File: src/rtl/uart_tx_engine.sv
// -----------------------------------------------------------------------------
// uart_tx_engine
//   Transmit stage of the UART. The register block pushes bytes into a FIFO.
//   The engine serialises each byte onto stx_pad_o as an asynchronous frame:
//   a start bit, 5-8 data bits LSB-first, an optional parity bit, then stop.
//   Bit timing comes from the 16x-baud enable strobe. FIFO level and FSM state
//   are reported back so the register block can build LSR[5]/LSR[6].
//
// Ports
//   clk          system clock
//   wb_rst_i     asynchronous active-high reset
//   lcr[7:0]     line control: [1:0] len-5, [2] stop, [3] PEN, [4] EPS,
//                [5] stick parity, [6] break
//   tf_push      1-clk strobe, push wb_dat_i into the FIFO
//   wb_dat_i     byte to push
//   enable       16x baud tick, 1-clk pulses
//   stx_pad_o    serial output, idle high
//   tstate       FSM state code (0 = idle)
//   tf_count     FIFO occupancy, 0..FIFO_DEPTH
//   tx_reset     1-clk strobe, flush the FIFO
//   lsr_mask     1-clk strobe, clear tf_overrun
//   tf_overrun   sticky flag, push attempted while the FIFO was full
//
// Handshake: there is no back-pressure. A tf_push strobe is accepted in the
// clock it is seen unless the FIFO is full (byte dropped, tf_overrun set) or
// tx_reset is active in the same clock (byte discarded).
// -----------------------------------------------------------------------------
module uart_tx_engine #(
   parameter int FIFO_DEPTH = 16,
   parameter int FIFO_CNT_W = 5,
   parameter int OVERSAMPLE = 16
) (
   input  logic                  clk,
   input  logic                  wb_rst_i,
   input  logic [7:0]            lcr,
   input  logic                  tf_push,
   input  logic [7:0]            wb_dat_i,
   input  logic                  enable,
   output logic                  stx_pad_o,
   output logic [2:0]            tstate,
   output logic [FIFO_CNT_W-1:0] tf_count,
   input  logic                  tx_reset,
   input  logic                  lsr_mask,
   output logic                  tf_overrun
);

   localparam int PTR_W = $clog2(FIFO_DEPTH);

   // Period lengths in enable pulses: one bit, 1.5 stop bits, 2 stop bits.
   localparam logic [7:0] BIT_TICKS  = 8'(OVERSAMPLE);
   localparam logic [7:0] STOP15_TICKS = 8'(OVERSAMPLE + OVERSAMPLE / 2);
   localparam logic [7:0] STOP2_TICKS  = 8'(2 * OVERSAMPLE);

   typedef enum logic [2:0] {
      S_IDLE   = 3'd0,
      S_START  = 3'd1,
      S_DATA   = 3'd2,
      S_PARITY = 3'd3,
      S_STOP   = 3'd4,
      S_POP    = 3'd5
   } tx_state_t;

   // ---------------------------------------------------------------- FIFO
   logic [7:0]            r_mem [FIFO_DEPTH];
   logic [PTR_W-1:0]      r_head;
   logic [PTR_W-1:0]      r_tail;
   logic [FIFO_CNT_W-1:0] r_count;
   logic                  r_overrun;

   logic                  w_full;
   logic                  w_push_ok;
   logic                  w_pop;

   // ---------------------------------------------------------------- FSM
   tx_state_t             r_state;
   tx_state_t             w_next;
   logic [7:0]            r_tick;
   logic [2:0]            r_bit;
   logic [7:0]            r_data;
   logic [5:0]            r_lcr;
   logic                  r_stx;

   logic [7:0]            w_period;
   logic                  w_tick_done;
   logic                  w_last_bit;
   logic                  w_parity;
   logic                  w_stx_next;
   logic [7:0]            w_mask;

   assign w_full    = (r_count == FIFO_CNT_W'(FIFO_DEPTH));
   assign w_push_ok = tf_push && !w_full && !tx_reset;
   // POP with an empty FIFO can only follow a flush; nothing is popped then.
   assign w_pop     = (r_state == S_POP) && (r_count != '0);

   always_ff @(posedge clk or posedge wb_rst_i) begin
      if (wb_rst_i) begin
         r_head    <= '0;
         r_tail    <= '0;
         r_count   <= '0;
         r_overrun <= 1'b0;
      end else begin
         if (tx_reset) begin
            r_head  <= '0;
            r_tail  <= '0;
            r_count <= '0;
         end else begin
            if (w_push_ok) r_tail <= r_tail + 1'b1;
            if (w_pop)     r_head <= r_head + 1'b1;
            case ({w_push_ok, w_pop})
               2'b10:   r_count <= r_count + 1'b1;
               2'b01:   r_count <= r_count - 1'b1;
               default: r_count <= r_count;
            endcase
         end
         // A fresh overrun outranks a simultaneous clear.
         if (tf_push && w_full) r_overrun <= 1'b1;
         else if (lsr_mask)     r_overrun <= 1'b0;
      end
   end

   // Storage needs no reset; occupancy is tracked by the pointers.
   always_ff @(posedge clk) begin
      if (w_push_ok) r_mem[r_tail] <= wb_dat_i;
   end

   // ---------------------------------------------------------------- next state
   always_comb begin
      case (lcr[1:0])
         2'd0:    w_mask = 8'h1F;
         2'd1:    w_mask = 8'h3F;
         2'd2:    w_mask = 8'h7F;
         default: w_mask = 8'hFF;
      endcase
   end

   always_comb begin
      w_period = BIT_TICKS;
      if (r_state == S_STOP && r_lcr[2]) begin
         w_period = (r_lcr[1:0] == 2'd0) ? STOP15_TICKS : STOP2_TICKS;
      end
   end

   assign w_tick_done = enable && (r_tick == w_period - 8'd1);
   assign w_last_bit  = (r_bit == 3'd4 + {1'b0, r_lcr[1:0]});
   // Data is already masked to word length, so the reduction sees only real bits.
   assign w_parity    = r_lcr[5] ? ~r_lcr[4] : (r_lcr[4] ? ^r_data : ~^r_data);

   always_comb begin
      w_next     = r_state;
      w_stx_next = 1'b1;
      case (r_state)
         S_IDLE: begin
            if (enable && r_count != '0) w_next = S_POP;
         end
         S_POP: begin
            w_next = (r_count != '0) ? S_START : S_IDLE;
         end
         S_START: begin
            w_stx_next = 1'b0;
            if (w_tick_done) w_next = S_DATA;
         end
         S_DATA: begin
            w_stx_next = r_data[r_bit];
            if (w_tick_done && w_last_bit) w_next = r_lcr[3] ? S_PARITY : S_STOP;
         end
         S_PARITY: begin
            w_stx_next = w_parity;
            if (w_tick_done) w_next = S_STOP;
         end
         S_STOP: begin
            if (w_tick_done) w_next = S_IDLE;
         end
         default: w_next = S_IDLE;
      endcase
   end

   // ---------------------------------------------------------------- state regs
   always_ff @(posedge clk or posedge wb_rst_i) begin
      if (wb_rst_i) begin
         r_state <= S_IDLE;
         r_tick  <= '0;
         r_bit   <= '0;
         r_data  <= '0;
         r_lcr   <= '0;
         r_stx   <= 1'b1;
      end else begin
         r_state <= w_next;
         r_stx   <= w_stx_next;

         // Tick counter only advances on enable; it restarts every period.
         if (r_state == S_IDLE || r_state == S_POP || w_tick_done) r_tick <= '0;
         else if (enable)                                          r_tick <= r_tick + 8'd1;

         if (r_state != S_DATA)  r_bit <= '0;
         else if (w_tick_done)   r_bit <= r_bit + 3'd1;

         // Frame format is frozen here so later lcr writes wait for the next frame.
         if (r_state == S_POP) begin
            r_data <= r_mem[r_head] & w_mask;
            r_lcr  <= lcr[5:0];
         end
      end
   end

   // ---------------------------------------------------------------- outputs
   // Break is applied after the register so it takes effect immediately.
   assign stx_pad_o  = r_stx & ~lcr[6];
   assign tstate     = r_state;
   assign tf_count   = r_count;
   assign tf_overrun = r_overrun;

endmodule
File: config.mk
export PLATFORM = sky130hd
export DESIGN_NAME = uart_tx_engine
export DESIGN_NICKNAME = d
export VERILOG_FILES = /design/src/rtl/uart_tx_engine.sv
export SDC_FILE = /design/constraint.sdc
export NUM_CORES = 1
export LEC_CHECK = 0
export CORE_MARGIN = 10
export CORE_UTILIZATION = 45
export CTS_CLUSTER_SIZE = 16
export DETAILED_ROUTE_END_ITERATION = 8
export GPL_TIMING_DRIVEN = 1
export PLACE_DENSITY_LB_ADDON = 0.2
export SETUP_SLACK_MARGIN = 0.05
export SLEW_MARGIN = 5
export SYNTH_ARGS = -nofsm -noshare
export SYNTH_HDL_FRONTEND = slang
export SYNTH_SLANG_ARGS = --single-unit
File: constraint.sdc
create_clock -name clk -period 4.3 [get_ports clk]
set_clock_uncertainty 0.05 [all_clocks]
set_input_delay 0.645 -clock clk [delete_from_list [all_inputs] [get_ports clk]]
set_output_delay 0.645 -clock clk [all_outputs]
set_load 0.05 [all_outputs]
==> impl_metrics.yaml, run 1 <==
run_status:
  status: "complete, no violations"
pwr:
  p_leak_nw: 2.95
  switching_share_pct: 29.2
  peakVddDrop_uv: 393
  intPower_mw: 3.13
  p_clk_share_pct: 33.7
  power.density_nw_per_um2: 524
  netSwitchingPower_mw: 1.29
  p_seq_share_pct: 46.7
  combinationalPowerShare_pct: 19.5
floorplan:
  fp.dieW_um: 147
  num_rows: 46
  ios: 32
  die_h_um: 147
  initial_core_util_pct: 45.8
  die-area_um2: 21700
  core-area_um2: 15900
critical_path:
  arrival_ns: 3.35
  worst_setup_path_start_kind: "flip-flop"
  cpMostUsedCell: "o21ai_0"
  cp_cell_sequence: "or4_1 -> o21ai_0 -> o21ai_0 -> inv_1 -> ha_1 -> nor2b_1 -> o21a_1 -> nor4_1 -> o21ai_0 -> nor3b_1"
  required_ns: 4.53
  critPathTopFamily: "simple AND/OR/NAND/NOR gates"
  slowest_stage: "or4_1"
  critical_path_buf_inv_count: 1
  path_max_fanout: 7
  path_class: "reg2reg"
  slowest_delay_ns: 0.60
  r2r_slack_ns: 1.18
  cp-end-kind: "flip-flop"
detailed_routing:
  dr.pass1.iters: 4
  via_count: 3925
  routed_wirelength_mm: 13.6
  routedWlPerCell_um: 18.5
  drc: 0
  ant_nets: 0
  via_per_inst: 5.31
  drt_iter0_markers: 274
sta:
  slew_violations: 0
  hold_violations: 0
  hold_slack_ns: 0.469
  slew_headroom_pct: 31.1
  setup_tns_ns: 0
  clock.fmax_mhz: 320
  rsz0062_at_grt: "no"
  tightest_slew_ns: 1.03
  min_period_ns: 3.12
  setup_viol_count_final: 0
  fin_crit_sh_pct: 72.6
grt:
  grt_pass1_vias: 4018
  grt_max_degree: 44
  busiest_layer: "met2"
  grt_use_met2_pct: 20.7
  track_usage_pct: 13.3
  grt_pass1_wl_mm: 22.5
  grt_util_met1_pct: 17.7
  grtUsageMet3_pct: 4.18
  grt-ovfl-total: 0
  grt_antenna_before_repair: 0
final_layout:
  diodes: 0
  final-instance-count-excl-fill: 739
  drive_gt1_share_pct: 14.7
  layout_commonest_cell: "edfxtp_1"
  mostFrequentLayoutCells: "128 x edfxtp_1, 43 x nand2_1, 41 x nor2_1, 41 x dfrtp_1, 32 x mux4_2"
  syn_to_final_growth_pct: 15.7
  final_nets: 543
clocking:
  clock-sinks: 171
  cts.clk_slew.worst_paths_ns: 0.08
  cts_setup_buffers: 0
  cts_buffers: 17
  cts-resized-gates: 0
  cts_tree: "yes"
  holdBufCountCts: 0
  htree_num_levels: 4
  cts-root-buf: "clkbuf_16"
  clock_latency_ns: 0.43
  clk_path_buf_depth: 2
yosys:
  synth_ff_type: "edfxtp_1"
  syn_area_um2: 7280
  async_reset_ff_share_pct: 25.1
  avgSynthCellArea_um2: 15.4
  synth-seq-cells: 171
  synth_edf_count: 128
  synth_cell_types: 52
  ys_warn_count: 0
  synth_cells: 472
  yosysSeqAreaShare_pct: 67.6
  syn-num-nets: 505
placement:
  io_buffers: 30
  dp_hpwl_mm: 9.04
  place_inst: 707
  place_congestion: 0.812
min_path:
  hold_class: "reg2reg"
flow_run:
  maxCapViolations: 0
## worst reg2reg max path: stages, from the launching register on
cell	delay (ns)
dfrtp_1	0.45
or4_1	0.60
o21ai_0	0.38
o21ai_0	0.20
inv_1	0.16
ha_1	0.27
nor2b_1	0.15
o21a_1	0.18
nor4_1	0.24
o21ai_0	0.13
nor3b_1	0.15
## power by group through the flow
stage	logic, mW	clock network [mW]	registers (mW)
finish	0.864	1.49	2.06
global placement	0.857	0	2.09
detailed placement	0.872	0	2.10
floorplan	0.638	0	2.08
global route	0.961	1.61	2.09
CTS	0.876	1.53	2.07
## state kept, by name, summed over array words and instances (netlist names)
name and count:
r_bit 3, r_data 8, r_head 4, r_lcr 6, r_mem 128, r_stx 1, r_tail 4, r_tick 8
tf_count 5, tf_overrun 1, tstate 3
## area by class of cell
cell class,instances,area [µm²]
inverters,12,45.0
repair buffers,40,375
clock inverters,15,163
fillers,1288,7460
clock buffers,17,425
flip-flops and latches,171,4920
multi-input cells,268,2220
well taps,216,270
## synth_stat cells (all sizes together) (3+ instances only)
cell type | instances | area (µm²)
o211a | 3 | 30.0
inv | 12 | 45.0
mux2i | 5 | 50.1
dfrtp | 42 | 1050
xnor2 | 15 | 139
nor3 | 6 | 30.0
nand2b | 4 | 25.0
a22o | 7 | 61.3
ha | 10 | 125
a221oi | 6 | 52.6
o21ai | 22 | 114
nor2b | 8 | 50.1
buf | 9 | 47.5
mux4 | 34 | 773
a21oi | 9 | 45.0
and2 | 4 | 25.0
nor2 | 41 | 154
clkbuf | 12 | 45.0
nand3 | 8 | 40.0
nor4 | 3 | 18.8
nand2 | 43 | 161
nand4 | 4 | 25.0
xor2 | 11 | 96.3
edfxtp | 128 | 3840
## cell families after synthesis
logic type      synth area share [%]
mux                             11.3
compound gates                  5.69
simple gates                    8.30
buf+inv                         1.89
flops                           67.6
xor+xnor                        3.23
fa+ha+maj                       1.99
## layer usage
metal / share of wire (%) / vias up / wire, µm
met5: 0 / - / 0
met2: 49 / 77 / 6660
li1: - / 1879 / -
met1: 46 / 1956 / 6240
met3: 4.7 / 13 / 638
met4: 0.85 / 0 / 116
## final timing paths
| path | end | cells past startpoint | start |
|---|---|---|---|
| worst max-delay path | tf_count[4]$_DFFE_PP0P_ | 10 | tf_count[0]$_DFFE_PP0P_ |
| worst min-delay path | r_data[0]$_DFFE_PP0N_ | 2 | r_data[0]$_DFFE_PP0N_ |
| worst max register to register | tf_count[4]$_DFFE_PP0P_ | 10 | tf_count[0]$_DFFE_PP0P_ |
| worst min register to register | r_data[0]$_DFFE_PP0N_ | 2 | r_data[0]$_DFFE_PP0N_ |
| max in group asynchronous | r_head[0]$_DFFE_PP0P_ | 3 | wb_rst_i |
| min in group asynchronous | r_head[2]$_DFFE_PP0P_ | 3 | wb_rst_i |
## per-stage QoR
step	setup slack [ns]	util, %	instance area (µm²)	power [mW]
floorplan	1.35	-	7280	2.72
global placement	1.06	49.3	7840	2.95
detailed placement	1.04	49.3	7840	2.97
CTS	1.15	53.0	8420	4.47
global route	0.868	53.0	8420	4.67
finish	1.18	53.0	8420	4.42
Note: power is estimated with default switching activity, not from simulation.
==> inputs of run 2 (changes only) <==
clock period = 2.6 ns   (was 4.3 ns; I/O delays follow)
==> run 2 against run 1 <==
Sequential power up 61%; non-clock buffer count increased by 34; highest routed layer unchanged; utilization increased by 2.3 points; register-to-register slack got worse by 1.1 ns; largest power group unchanged; sequential share of layout area is 2.3 points lower; clock power is 67% higher; via count rose by 5.4%.
==> impl_metrics.yaml, run 2 (synthesis gave the netlist of run 1 again) <==
run_status:
  status: "complete, no violations"
detailed_routing:
  drt_iter0_markers: 273
  dr.pass1.iters: 4
  via_per_inst: 5.37
  routedWlPerCell_um: 18.7
  ant_nets: 0
  routed_wirelength_mm: 14.4
  via_count: 4137
  drc: 0
min_path:
  hold_class: "in2async"
placement:
  io_buffers: 30
  dp_hpwl_mm: 9.71
  place_congestion: 0.810
  placed_cell_area_um2: 8110
  dp_slack_ns: 0.00197
critical_path:
  crit_start: "tf_count[2]$_DFFE_PP0P_"
  arrival_ns: 2.85
  path_max_fanout: 2
  required_ns: 2.89
  worst_setup_path_start_kind: "flip-flop"
  path_class: "reg2reg"
  reg2reg_from: "tf_count[2]$_DFFE_PP0P_"
  cp-end-kind: "flip-flop"
final_layout:
  mostFrequentLayoutCells: "128 x edfxtp_1, 43 x nand2_1, 42 x buf_4"
  drive_gt1_share_pct: 22.9
  reg_top3: "r_mem x128, r_data x8, r_tick x8"
  layout_commonest_cell: "edfxtp_1"
  regMostFlops: "r_mem"
  syn_to_final_growth_pct: 20.7
  final_nets: 577
  diodes: 0
  finalInstanceArea_um2: 8790
  largest_register_ff_count: 128
floorplan:
  ios: 32
  num_rows: 46
  core-area_um2: 15900
  initial_core_util_pct: 45.8
  die_h_um: 147
  fp.dieW_um: 147
  die-area_um2: 21700
clocking:
  clock-sinks: 171
  cts_tree: "yes"
  cts.clk_slew.worst_paths_ns: 0.06
  clock_latency_ns: 0.42
  clk_path_buf_depth: 2
  cts-root-buf: "clkbuf_16"
  cts_buffers: 17
  htree_num_levels: 4
sta:
  tightest_slew_ns: 0.581
  hold_violations: 0
  setup_viol_count_final: 0
  slew_violations: 0
  hold_slack_ns: 0.215
  clock.fmax_mhz: 391
  slew_headroom_pct: 61.0
  fin_crit_sh_pct: 98.5
  setup_ws_ns: 0.0392
  setup_tns_ns: 0
  min_period_ns: 2.56
  rsz0062_at_grt: "yes"
pwr:
  peakVddDrop_uv: 502
  p_leak_nw: 3.14
  power.density_nw_per_um2: 865
grt:
  track_usage_pct: 13.7
  grt_pass1_wl_mm: 23.3
  grt_antenna_before_repair: 0
  grt-ovfl-total: 0
  grt_pass1_vias: 4258
  grt_max_degree: 21
flow_run:
  maxCapViolations: 0
## run 2: changes by cell type in the layout (fill, tap and decap cells not counted), sizes merged
cell	change
bufinv	+1
clkinv	+1
clkinvlp	-3
inv	-1
buf	+34
## run 2: per-stage QoR
stage               power, mW  utilization, %  cells
floorplan                4.53               -    472
global placement         5.05            51.1    737
detailed placement       5.09            51.1    737
CTS                      7.66            55.0    769
global route             7.97            55.3    771
finish                   7.60            55.3    771
## run 2: repair_timing
action	in CTS	in global routing
endpoints found under the setup margin	1	2
resized for setup	4	7
endpoints found under the hold margin	0	0
pin swaps	1	4
setup buffers	2	2
hold buffers	0	0
## run 2: layer usage
layer / global-route usage (%) / wire length [µm] / part of all wire [%]
met3: 3.01 / 611 / 4.2
met2: 22.3 / 7270 / 51
met4: 5.40 / 165 / 1.1
met1: 17.6 / 6330 / 44
met5: 0 / 0 / 0
## run 2: path summary, 6_finish.rpt
check,end,slack [ns],cells past startpoint
setup / recovery,tf_count[4]$_DFFE_PP0P_,0.04,10
hold / removal,tf_overrun$_DFFE_PP0P_,0.21,2
setup reg to reg,tf_count[4]$_DFFE_PP0P_,0.04,10
hold reg to reg,r_lcr[2]$_DFFE_PP0N_,0.47,2
max in group asynchronous,r_data[1]$_DFFE_PP0N_,1.46,4
min in group clk,r_lcr[5]$_DFFE_PP0N_,0.45,3
## run 2: where the power goes
part	total (mW)	internal, mW	leakage (nW)	switching, mW
Clock	2.49	1.43	0.288	1.06
Combinational	1.78	0.847	1.14	0.935
Sequential	3.32	3.14	1.71	0.181
Total	7.60	5.42	3.14	2.18
## run 2: cell type report
class,instances,area (µm²)
fillers,1297,7100
inverters,12,45.0
flip-flops and latches,171,4930
well taps,216,270
clock buffers,17,425
repair buffers,74,656
multi-input cells,268,2300
clock inverters,13,161
## run 2: critical path, cell delays in order, from the launching register on
cell	delay (ns)
dfrtp_2	0.41
or4_4	0.56
o21ai_4	0.18
o21ai_2	0.09
inv_2	0.10
ha_4	0.20
nor2b_1	0.12
o21a_1	0.23
o211a_1	0.27
o21ai_1	0.12
nor3b_2	0.16
==> inputs of run 3 (changes only) <==
CAP_MARGIN = 5   (was default)
==> results of run 3 <==
The final DEF is identical to that of run 2; final timing and power are the same.
